File: src/rtl/mem_req_arbiter.sv
// Memory request arbiter: per-port holding slots, round-robin or fixed
// priority selection, registered request channel, in-order response routing.
module mem_req_arbiter #(
    parameter int N_PORTS   = 2,
    parameter int ADDR_W    = 64,
    parameter int DATA_W    = 128,
    parameter int TAG_W     = 2,
    parameter int MAX_OUT   = 1,
    parameter int PRIO_MODE = 0
) (
    input  logic                      clk,
    input  logic                      reset_n,
    input  logic [N_PORTS-1:0]        req_valid,
    input  logic [N_PORTS*ADDR_W-1:0] req_addr,
    input  logic [N_PORTS*DATA_W-1:0] req_store_data,
    input  logic [N_PORTS*TAG_W-1:0]  req_tag,
    input  logic [N_PORTS*4-1:0]      req_opcode,
    output logic [N_PORTS-1:0]        req_ack,
    output logic [N_PORTS-1:0]        rsp_valid,
    output logic [DATA_W-1:0]         rsp_load_data,
    output logic                      mem_req_valid,
    input  logic                      mem_req_ready,
    output logic [ADDR_W-1:0]         mem_req_addr,
    output logic [DATA_W-1:0]         mem_req_store_data,
    output logic [TAG_W-1:0]          mem_req_tag,
    output logic [3:0]                mem_req_opcode,
    input  logic                      mem_rsp_valid,
    input  logic [DATA_W-1:0]         mem_rsp_load_data,
    output logic [3:0]                outstanding,
    output logic                      rsp_err
);

    localparam int IDW = $clog2(N_PORTS);
    localparam int PW  = (MAX_OUT > 1) ? $clog2(MAX_OUT) : 1;
    localparam int SW  = IDW + 1;

    logic [N_PORTS-1:0]             pend_q, pend_d;
    logic [N_PORTS-1:0]             cap;
    logic [N_PORTS-1:0][ADDR_W-1:0] slot_addr_q;
    logic [N_PORTS-1:0][DATA_W-1:0] slot_data_q;
    logic [N_PORTS-1:0][TAG_W-1:0]  slot_tag_q;
    logic [N_PORTS-1:0][3:0]        slot_op_q;

    logic [IDW-1:0] rr_ptr_q, rr_ptr_d;
    logic           has_cand;
    logic [IDW-1:0] win;
    logic [IDW-1:0] cidx;
    logic [SW-1:0]  csum;
    logic [SW-1:0]  rsum;

    logic              mv_q, mv_d;
    logic [ADDR_W-1:0] maddr_q, maddr_d;
    logic [DATA_W-1:0] mdata_q, mdata_d;
    logic [TAG_W-1:0]  mtag_q, mtag_d;
    logic [3:0]        mop_q, mop_d;
    logic [N_PORTS-1:0] ack_q, ack_d;

    logic [IDW-1:0] fifo_q [2**PW];
    logic [PW-1:0]  head_q, head_d;
    logic [PW-1:0]  tail_q, tail_d;
    logic [IDW-1:0] head_id;
    logic [3:0]     cnt_q, cnt_d;
    logic           err_q, err_d;
    logic           pop;
    logic           load;

    function automatic logic [PW-1:0] ptr_inc(input logic [PW-1:0] p);
        if (p == PW'(MAX_OUT - 1)) return '0;
        return p + PW'(1);
    endfunction

    // A slot only captures while empty, so a same-edge clear always wins.
    always_comb begin
        cap = req_valid & ~pend_q;
    end

    // Holding slot payload storage; validity is tracked by pend_q.
    always_ff @(posedge clk) begin
        for (int i = 0; i < N_PORTS; i++) begin
            if (cap[i]) begin
                slot_addr_q[i] <= req_addr[i*ADDR_W +: ADDR_W];
                slot_data_q[i] <= req_store_data[i*DATA_W +: DATA_W];
                slot_tag_q[i]  <= req_tag[i*TAG_W +: TAG_W];
                slot_op_q[i]   <= req_opcode[i*4 +: 4];
            end
        end
    end

    // Winner search: scan from rr_ptr (round-robin) or from port 0.
    always_comb begin
        has_cand = 1'b0;
        win      = '0;
        cidx     = '0;
        csum     = '0;
        for (int k = 0; k < N_PORTS; k++) begin
            csum = {1'b0, rr_ptr_q} + SW'(k);
            if (csum >= SW'(N_PORTS)) csum = csum - SW'(N_PORTS);
            cidx = (PRIO_MODE == 1) ? IDW'(k) : csum[IDW-1:0];
            if (!has_cand && pend_q[cidx]) begin
                has_cand = 1'b1;
                win      = cidx;
            end
        end
    end

    // Issue and response-pop qualifiers.
    always_comb begin
        head_id = fifo_q[head_q];
        pop     = mem_rsp_valid && (cnt_q != 4'd0);
        load    = has_cand && (!mv_q || mem_req_ready) &&
                  ((cnt_q < 4'(MAX_OUT)) || pop);
    end

    // Responses route combinationally to the port at the FIFO head.
    always_comb begin
        rsp_valid     = '0;
        rsp_load_data = '0;
        if (pop) begin
            rsp_valid[head_id] = 1'b1;
            rsp_load_data      = mem_rsp_load_data;
        end
    end

    // Next-state for slots, output register, order FIFO and counters.
    always_comb begin
        pend_d   = pend_q | cap;
        ack_d    = '0;
        rr_ptr_d = rr_ptr_q;
        mv_d     = mv_q && !mem_req_ready;
        maddr_d  = maddr_q;
        mdata_d  = mdata_q;
        mtag_d   = mtag_q;
        mop_d    = mop_q;
        head_d   = head_q;
        tail_d   = tail_q;
        cnt_d    = cnt_q;
        rsum     = {1'b0, win} + SW'(1);
        if (rsum >= SW'(N_PORTS)) rsum = rsum - SW'(N_PORTS);
        if (load) begin
            pend_d[win] = 1'b0;
            ack_d[win]  = 1'b1;
            rr_ptr_d    = rsum[IDW-1:0];
            mv_d        = 1'b1;
            maddr_d     = slot_addr_q[win];
            mdata_d     = slot_data_q[win];
            mtag_d      = slot_tag_q[win];
            mop_d       = slot_op_q[win];
            tail_d      = ptr_inc(tail_q);
        end
        if (pop) head_d = ptr_inc(head_q);
        case ({load, pop})
            2'b10:   cnt_d = cnt_q + 4'd1;
            2'b01:   cnt_d = cnt_q - 4'd1;
            default: cnt_d = cnt_q;
        endcase
        err_d = err_q | (mem_rsp_valid && (cnt_q == 4'd0));
    end

    // Issue-order FIFO storage; occupancy equals the outstanding count.
    always_ff @(posedge clk) begin
        if (load) fifo_q[tail_q] <= win;
    end

    // Control and output state, cleared asynchronously.
    always_ff @(posedge clk or negedge reset_n) begin
        if (!reset_n) begin
            pend_q   <= '0;
            rr_ptr_q <= '0;
            mv_q     <= 1'b0;
            maddr_q  <= '0;
            mdata_q  <= '0;
            mtag_q   <= '0;
            mop_q    <= '0;
            ack_q    <= '0;
            head_q   <= '0;
            tail_q   <= '0;
            cnt_q    <= '0;
            err_q    <= 1'b0;
        end else begin
            pend_q   <= pend_d;
            rr_ptr_q <= rr_ptr_d;
            mv_q     <= mv_d;
            maddr_q  <= maddr_d;
            mdata_q  <= mdata_d;
            mtag_q   <= mtag_d;
            mop_q    <= mop_d;
            ack_q    <= ack_d;
            head_q   <= head_d;
            tail_q   <= tail_d;
            cnt_q    <= cnt_d;
            err_q    <= err_d;
        end
    end

    assign req_ack            = ack_q;
    assign mem_req_valid      = mv_q;
    assign mem_req_addr       = maddr_q;
    assign mem_req_store_data = mdata_q;
    assign mem_req_tag        = mtag_q;
    assign mem_req_opcode     = mop_q;
    assign outstanding        = cnt_q;
    assign rsp_err            = err_q;

endmodule

File: config.mk
export PLATFORM = sky130hd
export DESIGN_NAME = mem_req_arbiter
export DESIGN_NICKNAME = d
export VERILOG_FILES = /design/src/rtl/mem_req_arbiter.sv
export SDC_FILE = /design/constraint.sdc
export NUM_CORES = 1
export LEC_CHECK = 0
export ABC_CLOCK_PERIOD_IN_PS = 13100
export CELL_PAD_IN_SITES_DETAIL_PLACEMENT = 1
export CELL_PAD_IN_SITES_GLOBAL_PLACEMENT = 1
export CORE_AREA = 8 8 328 330
export CTS_BUF_LIST = sky130_fd_sc_hd__clkbuf_4 sky130_fd_sc_hd__clkbuf_8
export CTS_CLUSTER_SIZE = 24
export DETAILED_ROUTE_END_ITERATION = 6
export DIE_AREA = 0 0 336 338
export PLACE_DENSITY = 0.54
export SLEW_MARGIN = 20
export SYNTH_ARGS = -nofsm -noshare
export SYNTH_HDL_FRONTEND = slang
export SYNTH_SLANG_ARGS = --single-unit
export TNS_END_PERCENT = 1
File: constraint.sdc
create_clock -name clk -period 13.1 [get_ports clk]
set_input_delay 1.31 -clock clk [delete_from_list [all_inputs] [get_ports clk]]
set_output_delay 1.31 -clock clk [all_outputs]
set_load 0.02 [all_outputs]
# Yosys cells after proc, flatten, opt, wreduce, memory -nomap -nowiden
# Memories as Yosys holds them, arrays and structs flattened.
# Index checks and enable logic that the tools add are counted.
# word_totals
regBits,607
mem_bits_rw,2
output_inout_bits,336
elab_cells,103
mem_count,1
# memory_table
memory,words,word_bits,rd,rd_ports_with_merged_regs,wr,line,source
fifo_q,2,1,1,0,1,58,logic [IDW-1:0] fifo_q [2**PW];
# op_classes
n_addsub,9
magnitude_cmp,10
eq_ne,2
n_mux,39
bitwise_logic,6
n_reduce_logical,16
# op_table
cell,count
two-way mux 128 bit,3
two-way mux 64 bit,2
two-way mux 1 bit,24
two-way mux 2 bit,5
logical AND 1 bit,8
"< comparator 1 x 2 -> 1 bit, second input constant",4
two-way mux 4 bit,2
one-hot mux 4 bit (2 select lines),1
"adder 1 x 1 -> 2 bit, second input constant",2
"adder 4 x 1 -> 4 bit, second input constant",1
bitwise AND 2 bit,2
">= comparator 2 bit, second input constant",2
logical NOT 4 bit,1
"< comparator 4 x 1 -> 1 bit, second input constant",1
NOT 2 bit,2
nonzero test 4 bit,1
"subtractor 4 x 1 -> 4 bit, second input constant",1
logical NOT 1 bit,3
"subtractor 1 bit, second input constant",3
"adder 1 bit, second input constant",2
demux 1 bit (select 1 bit),2
"equality test 2 x 1 -> 1 bit, second input constant",1
"equality test 2 bit, second input constant",1
">= comparator 1 bit, second input constant",2
5 further kinds,6

# Logic depth before layout (Yosys ltp)
# Gate-level depths: netlist of run 1.
# depth
ltp_word,15
depth_mapped,9
mapped_depth_nobuf,6

# Least setup slack after synthesis of run 1
# OpenSTA, ideal clock, no wires.
# synth_timing
path_kind,input -> register
from,in req_valid[1]
to,"reg slot_addr_q[100] (netlist name), enable pin"
setup_time_ns,0.779
arrival_time_ns,9.848
path_slack_ns,2.473
cell_stages,1
n_path_buf,0
path_cell_list,nor2b_1
# synth_via
elab_chain_len,1
# synth_rtl
item,line,source
start: declaration,13,"input logic [N_PORTS-1:0] req_valid,"
bitwise AND 2 bit,74,cap = req_valid & ~pend_q;
end signal: indexed assignment,81,slot_addr_q[i] <= req_addr[i*ADDR_W +: ADDR_W];
end: declaration,39,logic [N_PORTS-1:0][ADDR_W-1:0] slot_addr_q;
# Every way passes these cells.
# A chain may end at the register's enable or synchronous reset.

# Final worst setup path of run 1
# layout_timing
from,reg cnt_q[1] (netlist: outstanding[1])
to,out rsp_load_data[110]
# layout_via
elab_chain_len,3
# layout_rtl
item,line,source
start: declaration,62,"logic [3:0] cnt_q, cnt_d;"
start signal: assignment,190,cnt_q <= cnt_d;
nonzero test 4 bit,109,pop = mem_rsp_valid && (cnt_q != 4'd0);
logical AND 1 bit,109,
two-way mux 128 bit,118,if (pop) begin
end: declaration,20,"output logic [DATA_W-1:0] rsp_load_data,"
# Every way passes these cells.

==> results.md, run 1 <==
* Syn Nets at 2005
* Port bufs at 865
* Avg Cell Area, Syn at 15.47 sq um
* Maxcap violations at 0
* Post-synth cell types at 35
* Commonest cells post-synth: 397 x edfxtp_1, 209 x dfrtp_1, 201 x nand2_1
* Pwr Density at 220.7 nW/um^2
* Drt wl/cell at 24.44 um
* Clock sink total at 606
* Vias in the first global route at 17440
* Final worst slack at 8376 ps
* Chip Height at 338 um
* Critical Path Source Type: register
* Worst min path class: register to register
* Setup bufs post-CTS at 0
* Crit Reg-Reg Startpoint: pend_q[0]$_DFF_PN0_
* Pin count of the biggest net entering global routing at 193
* Reg clk slew, reported paths at 60 ps
* Post-synth ARST share at 0.3449
* First-pass GRT wire length at 131000 um
* Drc violations at 0
* Worst skew pair latency at 730 ps
* EDFF count, synth at 397
* Synth top area cells: edfxtp_1 52%, dfrtp_1 23%, mux2i_1 8.7%, and3_1 3.5%, nand2_1 3.3%
* Relative slew slack at 0.2721
* Antenna viol nets, final at 0
* R2R Setup Slk at 9150 ps
* Worst Setup EP: rsp_load_data[110]
* Total track usage at 0.1589
* Starting Density at 0.2220
* WS Path Type: register to output pin
* Layout cells sized above 1 at 0.08892
* FF-to-FF End: mem_req_store_data[117]$_DFFE_PN0P_
* Min cycle time layout at 4724 ps
* Final setup fails at 0
* Top-count cell post-synth: edfxtp_1
* Hpwl dp at 70920 um
* Die area at 113600 sq um
* Cell Rows at 118
* Crit path DAT at 3410 ps
* CP max-delay cell: clkdlybuf4s50_1
* Die width at 336 um
* I/O Pins at 866
* Final period util at 0.3606
* Root Driver: clkbuf_8
* Worst path cell trace: inv_1 > ha_1 > or3b_4 > buf_16 > and3_1 > clkdlybuf4s50_1
* Req. time, crit path at 11790 ps
* Mapped Cells at 1473
* Lkg Pwr at 13.60 nW
* Core ar. at 102600 sq um
* Final core occ at 0.3405
* Cts repair resizes at 0
* Vias per cell at 4.071
* Initial DRC Count at 577
* Vias at 15710
* Main flop type after synthesis: edfxtp_1
* Synthesized cell area at 22780 sq um
* Post-layout nets at 2902
* Crit-path max cell delay at 710 ps
* TritonCTS clock tree: built
* Setup crit start: outstanding[1]$_DFFE_PN0P_
* RePlAce Congestion at 0.9779
* Final Hold Fails at 0
* CTS Buf Count at 108
* Outcome: finished, final reports clean
* Top cell type by total area after synthesis: edfxtp_1
* Tot Pwr at 7.712 mW
* Total grt overflow at 0
* Post-CTS Hold Buffers at 0
* F_max at 211.7 MHz
* TritonRoute pass-1 iters at 5
* Worst Path Max Fanout at 78
* Seq/Total Area, Yosys at 0.7529
* Sum Neg Setup Slack at 0 ps
* Pre-CTS WS at 8471 ps
* Antenna violations before repair at 32
* Synth Warn # at 0
* Clock Skews at 38.25 ps
* Yosys top cell area share at 0.5233
* RSZ-0062 raised after global routing: false
* Peak supply drop at 0.1862 mV
* WHS at 464.8 ps
* H-tree depth at 3
* CP endpoint kind: output pin
* Routed WL at 94300 um
* CTS max path bufs at 3
* #FFs+latches synth at 606
* Area delta synth->final at 53.38%
* Worst reg2reg path depth at 6
* Max Slew Vio Count at 0
* Worst-Margin Slew at 1088 ps
sequential cells by signal (all words and copies together), names as in the netlist:
register            count
slot_data_q           256
mem_req_store_data    128
slot_addr_q           128
mem_req_addr           64
slot_op_q               8
mem_req_opcode          4
outstanding             4
slot_tag_q              4
mem_req_tag             2
pend_q                  2
req_ack                 2
fifo_q                  1
mem_req_valid           1
rr_ptr_q                1
rsp_err                 1
stage by stage:
step / instance area (sq um) / std cells
floorplan: 22780 / 1473
global placement: 32530 / 3639
detailed placement: 32530 / 3639
CTS: 34870 / 3842
global route: 34930 / 3854
finish: 34940 / 3858
layout make-up:
cell class / count / area [sq um]
fill: 10980 / 67670
clock inverter: 30 / 203.9
sequential: 606 / 17150
multi-input combinational: 764 / 4816
timing repair buffer: 883 / 8842
clock buffer: 173 / 2137
antenna: 15 / 37.54
tap: 1380 / 1727
inverter: 7 / 26.28
layer usage:
layer,global-route usage,wire (um)
met4,0.04497,2117
met5,0,115
met2,0.2660,45660
met3,0.05684,7596
met1,0.1928,38810
logic make-up after synthesis:
kind of cell,Yosys count,synth area share
multiplexers,198,0.08700
XOR/XNOR,2,0.0007691
AO/OA/AOI/OAI,210,0.04745
adder cells (fa/ha/maj),2,0.001098
buffers and inverters,103,0.03674
AND/OR/NAND/NOR,352,0.07404
flip-flops,606,0.7529
worst max-delay path, delay by kind of cell, from the launching register on:
family        cells  cell delay (ps)
buf+inv           3             1120
fa+ha+maj         1              240
simple gates      2              810
flops             1              480
where the power goes:
group | leakage, nW | internal, mW | switching [mW] | total (mW)
Clock | 1.25 | 1.06 | 0.802 | 1.86
Sequential | 6.23 | 2.62 | 0.243 | 2.87
Combinational | 6.12 | 1.26 | 1.72 | 2.99
layout by cell type (no fill, tap or decap), types with 2 or more instances in the layout:
cell type and n:
mux2i_1 198, buf_4 14, nand3_1 2, clkinv_1 11
edfxtp_1 397, ha_1 2, clkbuf_8 134, nand2_1 201
clkdlybuf4s50_1 863, and3_1 129, nor3_1 2, nor2_1 8
a21oi_1 4, xnor2_1 2, clkinv_4 2, dfrtp_1 209
buf_12 2, diode_2 15, clkbuf_4 39, o21ai_0 78
clkinv_2 11, o21ai_1 123, inv_1 7
how the worst min path moves through the flow:
| stage | from | to | slack, ps | cells after the start |
|---|---|---|---|---|
| 3_3_place_gp | rsp_err$_DFF_PN0_ | rsp_err$_DFF_PN0_ | 450 | 1 |
| 6_report | rsp_err$_DFF_PN0_ | rsp_err$_DFF_PN0_ | 460 | 1 |
| 4_1_cts | rsp_err$_DFF_PN0_ | rsp_err$_DFF_PN0_ | 470 | 1 |
| 5_1_grt | rsp_err$_DFF_PN0_ | rsp_err$_DFF_PN0_ | 500 | 1 |
| 3_5_place_dp | rsp_err$_DFF_PN0_ | rsp_err$_DFF_PN0_ | 450 | 1 |
| 2_1_floorplan | slot_addr_q[74]$_DFFE_PP_ | mem_req_addr[10]$_DFFE_PN0P_ | 490 | 2 |
(Power assumes the default switching activity.)
==> inputs of run 2 (changes only) <==
--- a/config.mk
+++ b/config.mk
@@ -5,15 +5,15 @@
 export SDC_FILE = /design/constraint.sdc
 export NUM_CORES = 1
 export LEC_CHECK = 0
-export ABC_CLOCK_PERIOD_IN_PS = 13100
+export ABC_CLOCK_PERIOD_IN_PS = 3840
 export CELL_PAD_IN_SITES_DETAIL_PLACEMENT = 1
 export CELL_PAD_IN_SITES_GLOBAL_PLACEMENT = 1
-export CORE_AREA = 8 8 328 330
+export CORE_AREA = 8 8 333 335
 export CTS_BUF_LIST = sky130_fd_sc_hd__clkbuf_4 sky130_fd_sc_hd__clkbuf_8
 export CTS_CLUSTER_SIZE = 24
 export DETAILED_ROUTE_END_ITERATION = 6
-export DIE_AREA = 0 0 336 338
-export PLACE_DENSITY = 0.54
+export DIE_AREA = 0 0 341 343
+export PLACE_DENSITY = 0.55
 export SLEW_MARGIN = 20
 export SYNTH_ARGS = -nofsm -noshare
 export SYNTH_HDL_FRONTEND = slang
==> constraint.sdc (replaced) <==
create_clock -name clk -period 3.84 [get_ports clk]
set_input_delay 0.384 -clock clk [delete_from_list [all_inputs] [get_ports clk]]
set_output_delay 0.384 -clock clk [all_outputs]
set_load 0.02 [all_outputs]
==> run 2 against run 1 <==
  * Non-clock buffer count rose by 14
  * Critical path depth is 1 lower
  * Cell count rose by 1.1%
  * Die area is 3.0% higher
  * Sequential share of layout area decreased by 0.54 points
  * Clock-buffer cell count rose by 6
  * Worst setup slack got worse by 8200 ps
  * Register-to-register slack worse by 7900 ps
  * Highest routed layer unchanged
  * Largest power group unchanged
  * Hold slack lost 280 ps
  * Clock power increased to 3.5 times the previous value
==> results.md, run 2 (synthesized netlist as in run 1, its figures left out) <==
* Vias per cell at 4.058
* Cell Rows at 120
* Tot Pwr at 26.68 mW
* Chip Height at 343 um
* Vias in the first global route at 17680
* Die width at 341 um
* Maxcap violations at 0
* Filler cell count at 11240
* Root Driver: clkbuf_8
* Worst Path Max Fanout at 35
* Port bufs at 865
* F_max at 275.0 MHz
* Total grt overflow at 0
* Sum Neg Setup Slack at 0 ps
* Cts repair resizes at 0
* Initial DRC Count at 599
* Lkg Pwr at 13.74 nW
* Pin count of the biggest net entering global routing at 159
* Area delta synth->final at 55.11%
* Reg clk slew, reported paths at 60 ps
* First-pass GRT wire length at 131900 um
* Die area at 117000 sq um
* CTS Buf Count at 109
* Drt wl/cell at 24.22 um
* Pwr Density at 755.1 nW/um^2
* Max reg flops at 256
* Total track usage at 0.1542
* Critical Path Source Type: register
* Clock sink total at 606
* Final period util at 0.9471
* Relative slew slack at 0.3499
* Most flop-heavy register: slot_data_q
* Final setup fails at 0
* Final core occ at 0.3338
* CTS max path bufs at 3
* Req. time, crit path at 3460 ps
* RSZ-0062 raised after global routing: false
* Max Slew Vio Count at 0
* Crit path DAT at 3250 ps
* Worst skew pair latency at 720 ps
* Post-place instance area at 32880 sq um
* TritonCTS clock tree: built
* Vias at 15820
* Commonest non-fill, non-tap cell in the layout: clkdlybuf4s50_1
* Final Hold Fails at 0
* Hpwl dp at 71280 um
* Min cycle time layout at 3637 ps
* Setup bufs post-CTS at 0
* Core ar. at 105900 sq um
* I/O Pins at 866
* Layout cells sized above 1 at 0.09637
* Worst-Margin Slew at 975.2 ps
* Routed WL at 94450 um
* Starting Density at 0.2152
* Clock Skews at 46.80 ps
* WS Path Type: register to output pin
* Drc violations at 0
* TritonRoute pass-1 iters at 5
* Antenna violations before repair at 24
* Outcome: finished, final reports clean
* CP endpoint kind: output pin
* Post-layout nets at 2919
* Final instance area at 35330 sq um
* Most frequent cells in the layout: 863 x clkdlybuf4s50_1, 397 x edfxtp_1, 208 x dfrtp_1
* RePlAce Congestion at 0.9243
* H-tree depth at 3
* Peak supply drop at 0.3524 mV
* Antenna viol nets, final at 0
* Worst min path class: primary input to asynchronous set/reset pin
## run 2: cell count changes in the layout (fill, tap and decap cells not counted), moves of 2 or more
| cell | before | now |
|---|---|---|
| clkbuf_4 | 39 | 41 |
| buf_4 | 14 | 12 |
| clkbuf_8 | 134 | 138 |
| clkinv_4 | 2 | 0 |
| or3b_2 | 0 | 2 |
| clkinvlp_4 | 1 | 3 |
| clkinv_1 | 11 | 8 |
| buf_12 | 2 | 19 |
## run 2: final cells by class
| type | instances | area (sq um) | area share |
|---|---|---|---|
| Inverter | 7 | 26.28 | 0.0007436 |
| Clock inverter | 25 | 180.2 | 0.005099 |
| Sequential cell | 606 | 17150 | 0.4854 |
| Clock buffer | 179 | 2207 | 0.06246 |
| Tap cell | 1403 | 1755 | 0.04968 |
| Antenna cell | 16 | 40.04 | 0.001133 |
| Timing Repair Buffer | 897 | 9139 | 0.2586 |
| Multi-Input combinational cell | 766 | 4833 | 0.1368 |
## run 2: path summary, 6_finish.rpt
check,depth (start not counted),end,start,slack (ps)
worst max-delay path,5,rsp_load_data[115],outstanding[1]$_DFFE_PN0P_,200
worst min-delay path,2,mem_req_store_data[88]$_DFFE_PN0P_,reset_n,190
worst max register to register,7,mem_req_store_data[24]$_DFFE_PN0P_,outstanding[1]$_DFFE_PN0P_,1240
worst min register to register,1,rsp_err$_DFF_PN0_,rsp_err$_DFF_PN0_,470
max in group asynchronous,3,mem_req_store_data[6]$_DFFE_PN0P_,reset_n,2710
min in group clk,1,slot_addr_q[63]$_DFFE_PP_,req_addr[63],210
## run 2: power by group
group	switching [mW]	internal, mW	total, mW
Clock	2.77	3.70	6.48
Combinational	5.98	4.44	10.4
Sequential	0.850	8.94	9.79
## run 2: metrics by stage
step                hold slack [ps]  setup WS, ps  std cells
global placement              344.2         889.0       3676
detailed placement            343.5         723.6       3676
global route                  108.0         53.34       3892
finish                        186.9         203.3       3899
floorplan                     88.41         5.078       1473
CTS                           75.96         23.91       3882
## run 2: per-layer routing
layer,up-vias,global-route usage,part of all wire
met2,566,0.2704,0.51
met4,12,0.04259,0.020
li1,7245,-,-
met1,7874,0.1772,0.39
met3,127,0.05493,0.079
met5,-,0,0.00087
## run 2: what timing repair did
| item | CTS | global route |
|---|---|---|
| endpoints found under the hold margin | 82 | 0 |
| gates cloned | 1 | 1 |
| endpoints found under the setup margin | 64 | 64 |
| hold buffers | 1 | 0 |
## run 2: worst max-delay path, stage by stage, from the launching register on
cell and delay (ps):
dfrtp_1 460, inv_1 80, ha_1 340, or3b_2 800, and3_1 310, clkdlybuf4s50_1 560
==> patch (config.mk and constraints of run 2) <==
Put one more register stage on the output `rsp_err`, with the module's reset. The value now appears one clock later. The other outputs are not delayed to match.
--- a/src/rtl/mem_req_arbiter.sv
+++ b/src/rtl/mem_req_arbiter.sv
@@ -199,7 +199,13 @@
     assign mem_req_tag        = mtag_q;
     assign mem_req_opcode     = mop_q;
     assign outstanding        = cnt_q;
-    assign rsp_err            = err_q;
+    always_ff @(posedge clk or negedge reset_n) begin
+        if (!reset_n) begin
+            rsp_err <= '0;
+        end else begin
+            rsp_err <= err_q;
+        end
+    end
 
 endmodule
 
Formal check against the unedited RTL: not equivalent (Yosys sat finds a counterexample within 4 cycles, from zero or initial values and one cycle with reset_n low).
==> patch against run 2 <==
- count of clock-buffer cells in the layout increased by 15
- largest power group unchanged
- area after synthesis increased by 0.11%
- sequential cell count increased by 1
- setup slack improved by 0.021 ns
- total power increased by 0.26%
- register-to-register slack improved by 0.03 ns
- sequential power about the same
- core utilization about the same
- wire length decreased by 0.15%
- cell area decreased by 0.15%
==> patch: results (changes against run 2) <==
[sta]
relSlewSlack = 0.319  ; -0.0312
skew_ns = 0.0396  ; -0.00719 ns

[place]
place_congestion = 0.946  ; +2.3%
port_buffers = 865  ; unchanged
dpl.hpwl_microns = 70100  ; -1.6%
dp_slack_ns = 0.577  ; -0.146 ns

[global_routing]
track_usage = 0.154  ; -0.000207
grtUsageMet1 = 0.176  ; -0.00133
met2_usage = 0.274  ; +0.00389
grt_pass1_wl_microns = 132000  ; -0.12%
grt_use_met3 = 0.0531  ; -0.00182
grt_max_degree = 155  ; -2.5%
antenna_found_initial = 18  ; -25%
grt_pass1_vias = 17500  ; -0.85%

[route]
viasPerCell = 4.04  ; -0.49%
routedWlPerCell_microns = 24.2  ; about the same
drtIter0Drc = 567  ; -5.3%
drtPass1Iterations = 7  ; +2

[logic_synthesis]
synth.distinct_cells = 35  ; unchanged
synthTopCellsByCount = edfxtp_1, dfrtp_1, nand2_1
synth_nets = 2006  ; +0.050%
yosysWarnings = 0  ; unchanged
ys_seq_area_frac = 0.753  ; about the same
synthFlopType = edfxtp_1
async_flop_share = 0.346  ; +0.00108
ys_top_cells_by_area = edfxtp_1, dfrtp_1, mux2i_1, and3_1, nand2_1
synth_edf_count = 397  ; unchanged

[hold_path]
hold_class = in -> reg

[power_and_ir_drop]
max-vdd-ir-drop_mv = 0.547  ; +55%
cellInternalPower_uw = 17200  ; +0.56%
leakage_uw = 0.0138  ; +0.18%

[clock_network]
postCtsSetupRepairBufs = 0  ; unchanged
cts_inserted_buffers = 111  ; +1.8%
clock_path_buffers = 3  ; unchanged
root_buffer = clkbuf_8
clk_pin_slew_worst_paths_ns = 0.07
clk_latency_ns = 0.72  ; about the same
cts_max_level = 3  ; unchanged

[final_layout]
fill_cells = 11300  ; +0.34%
regMostFlops = slot_data_q
fin_nets = 2919  ; unchanged
drive_gt1_frac = 0.0994  ; +0.00303
largest_reg_flops = 256  ; unchanged

[worst_setup_path]
cpMaxStageDelayCell = or3b_4
crit_family = buffers and inverters
path_max_fanout = 42  ; +20%
worst_ep_arrival_time_ns = 3.23  ; -0.02 ns
slowest_delay_ns = 0.58  ; -0.22 ns

[status]
status = finished clean

[floorplanning]
die_area_sq_um = 117000  ; unchanged

==> patch: changes by cell type in the layout (fill, tap and decap cells not counted), sizes merged, moves of 2 or more <==
| cell | run 2 | this run |
|---|---|---|
| buf | 33 | 30 |
| clkbuf | 179 | 194 |
| clkinv | 19 | 11 |
| clkinvlp | 3 | 1 |
| diode | 16 | 8 |
==> patch: cells by family (layout without fill, tap and decap cells) <==
family	count (synthesis)	in the layout	synth area share
compound gates	210	210	0.0474
mux	198	198	0.0869
other cells	0	8	0
buf+inv	103	1112	0.0367
simple gates	352	354	0.0740
fa+ha+maj	2	2	0.00110
xor+xnor	2	2	0.000768
flops	607	607	0.753
==> patch: path summary, 6_finish.rpt <==
check / startpoint / to / slack (ns) / cells after the start
max: outstanding[0] / rsp_load_data[115] / 0.22 / 6
min: req_addr[11] / slot_addr_q[11] / 0.20 / 1
min reg2reg: err_q / rsp_err / 0.38 / 0
min in group asynchronous: reset_n / mem_req_store_data[70] / 0.35 / 2
max reg2reg: outstanding[0] / mem_req_store_data[65] / 1.27 / 7
max in group asynchronous: reset_n / mem_req_store_data[27] / 2.51 / 3
==> patch: power by group through the flow <==
stage / Combinational, uW / Clock (uW) / Sequential, uW
CTS: 10700 / 6850 / 9860
global placement: 10400 / 0 / 9860
global route: 11200 / 7090 / 10000
detailed placement: 10600 / 0 / 9950
floorplan: 4610 / 0 / 11100
finish: 10400 / 6550 / 9820
==> patch: per-layer routing <==
metal  vias up  wire length (microns)
met5         -                     69
met4        10                   1880
met3       119                   7160
met2       560                  48100
met1      7817                  37100
li1       7229                      -
==> patch: repair_timing <==
| item | CTS | global route |
|---|---|---|
| cloned | 2 | 0 |
| hold buffers | 1 | 0 |
| gates resized for setup | 1 | 3 |
| pin swaps | 0 | 0 |
| endpoints found under the hold margin | 83 | 0 |
| endpoints found under the setup margin | 55 | 41 |
==> patch: worst reg2reg max path, cell delays in order, from the launching register on <==
cell and delay (ns):
dfrtp_1 0.45, inv_1 0.09, ha_1 0.32, nor3b_2 0.24, o221ai_4 0.23, buf_12 0.28
buf_12 0.47, o21ai_0 0.30
==> patch: stage by stage <==
stage               utilization  area (sq um)  std cells  hold slack, ns
floorplan                     -         22800       1474          0.0884
global placement          0.310         32800       3674           0.368
detailed placement        0.310         32800       3674           0.380
CTS                       0.333         35200       3888          0.0713
global route              0.333         35300       3891           0.104
finish                    0.333         35300       3896           0.203
==> patch: final cells by class <==
type                    count  area (sq um)  area share
clock inverters            17           158     0.00447
well taps                1403          1760      0.0498
multi-input cells         766          4840       0.137
diodes                      8          20.0    0.000567
flip-flops and latches    607         17200       0.487
inverters                   7          26.3    0.000745
clock buffers             194          2240      0.0634
repair buffers            894          9070       0.257
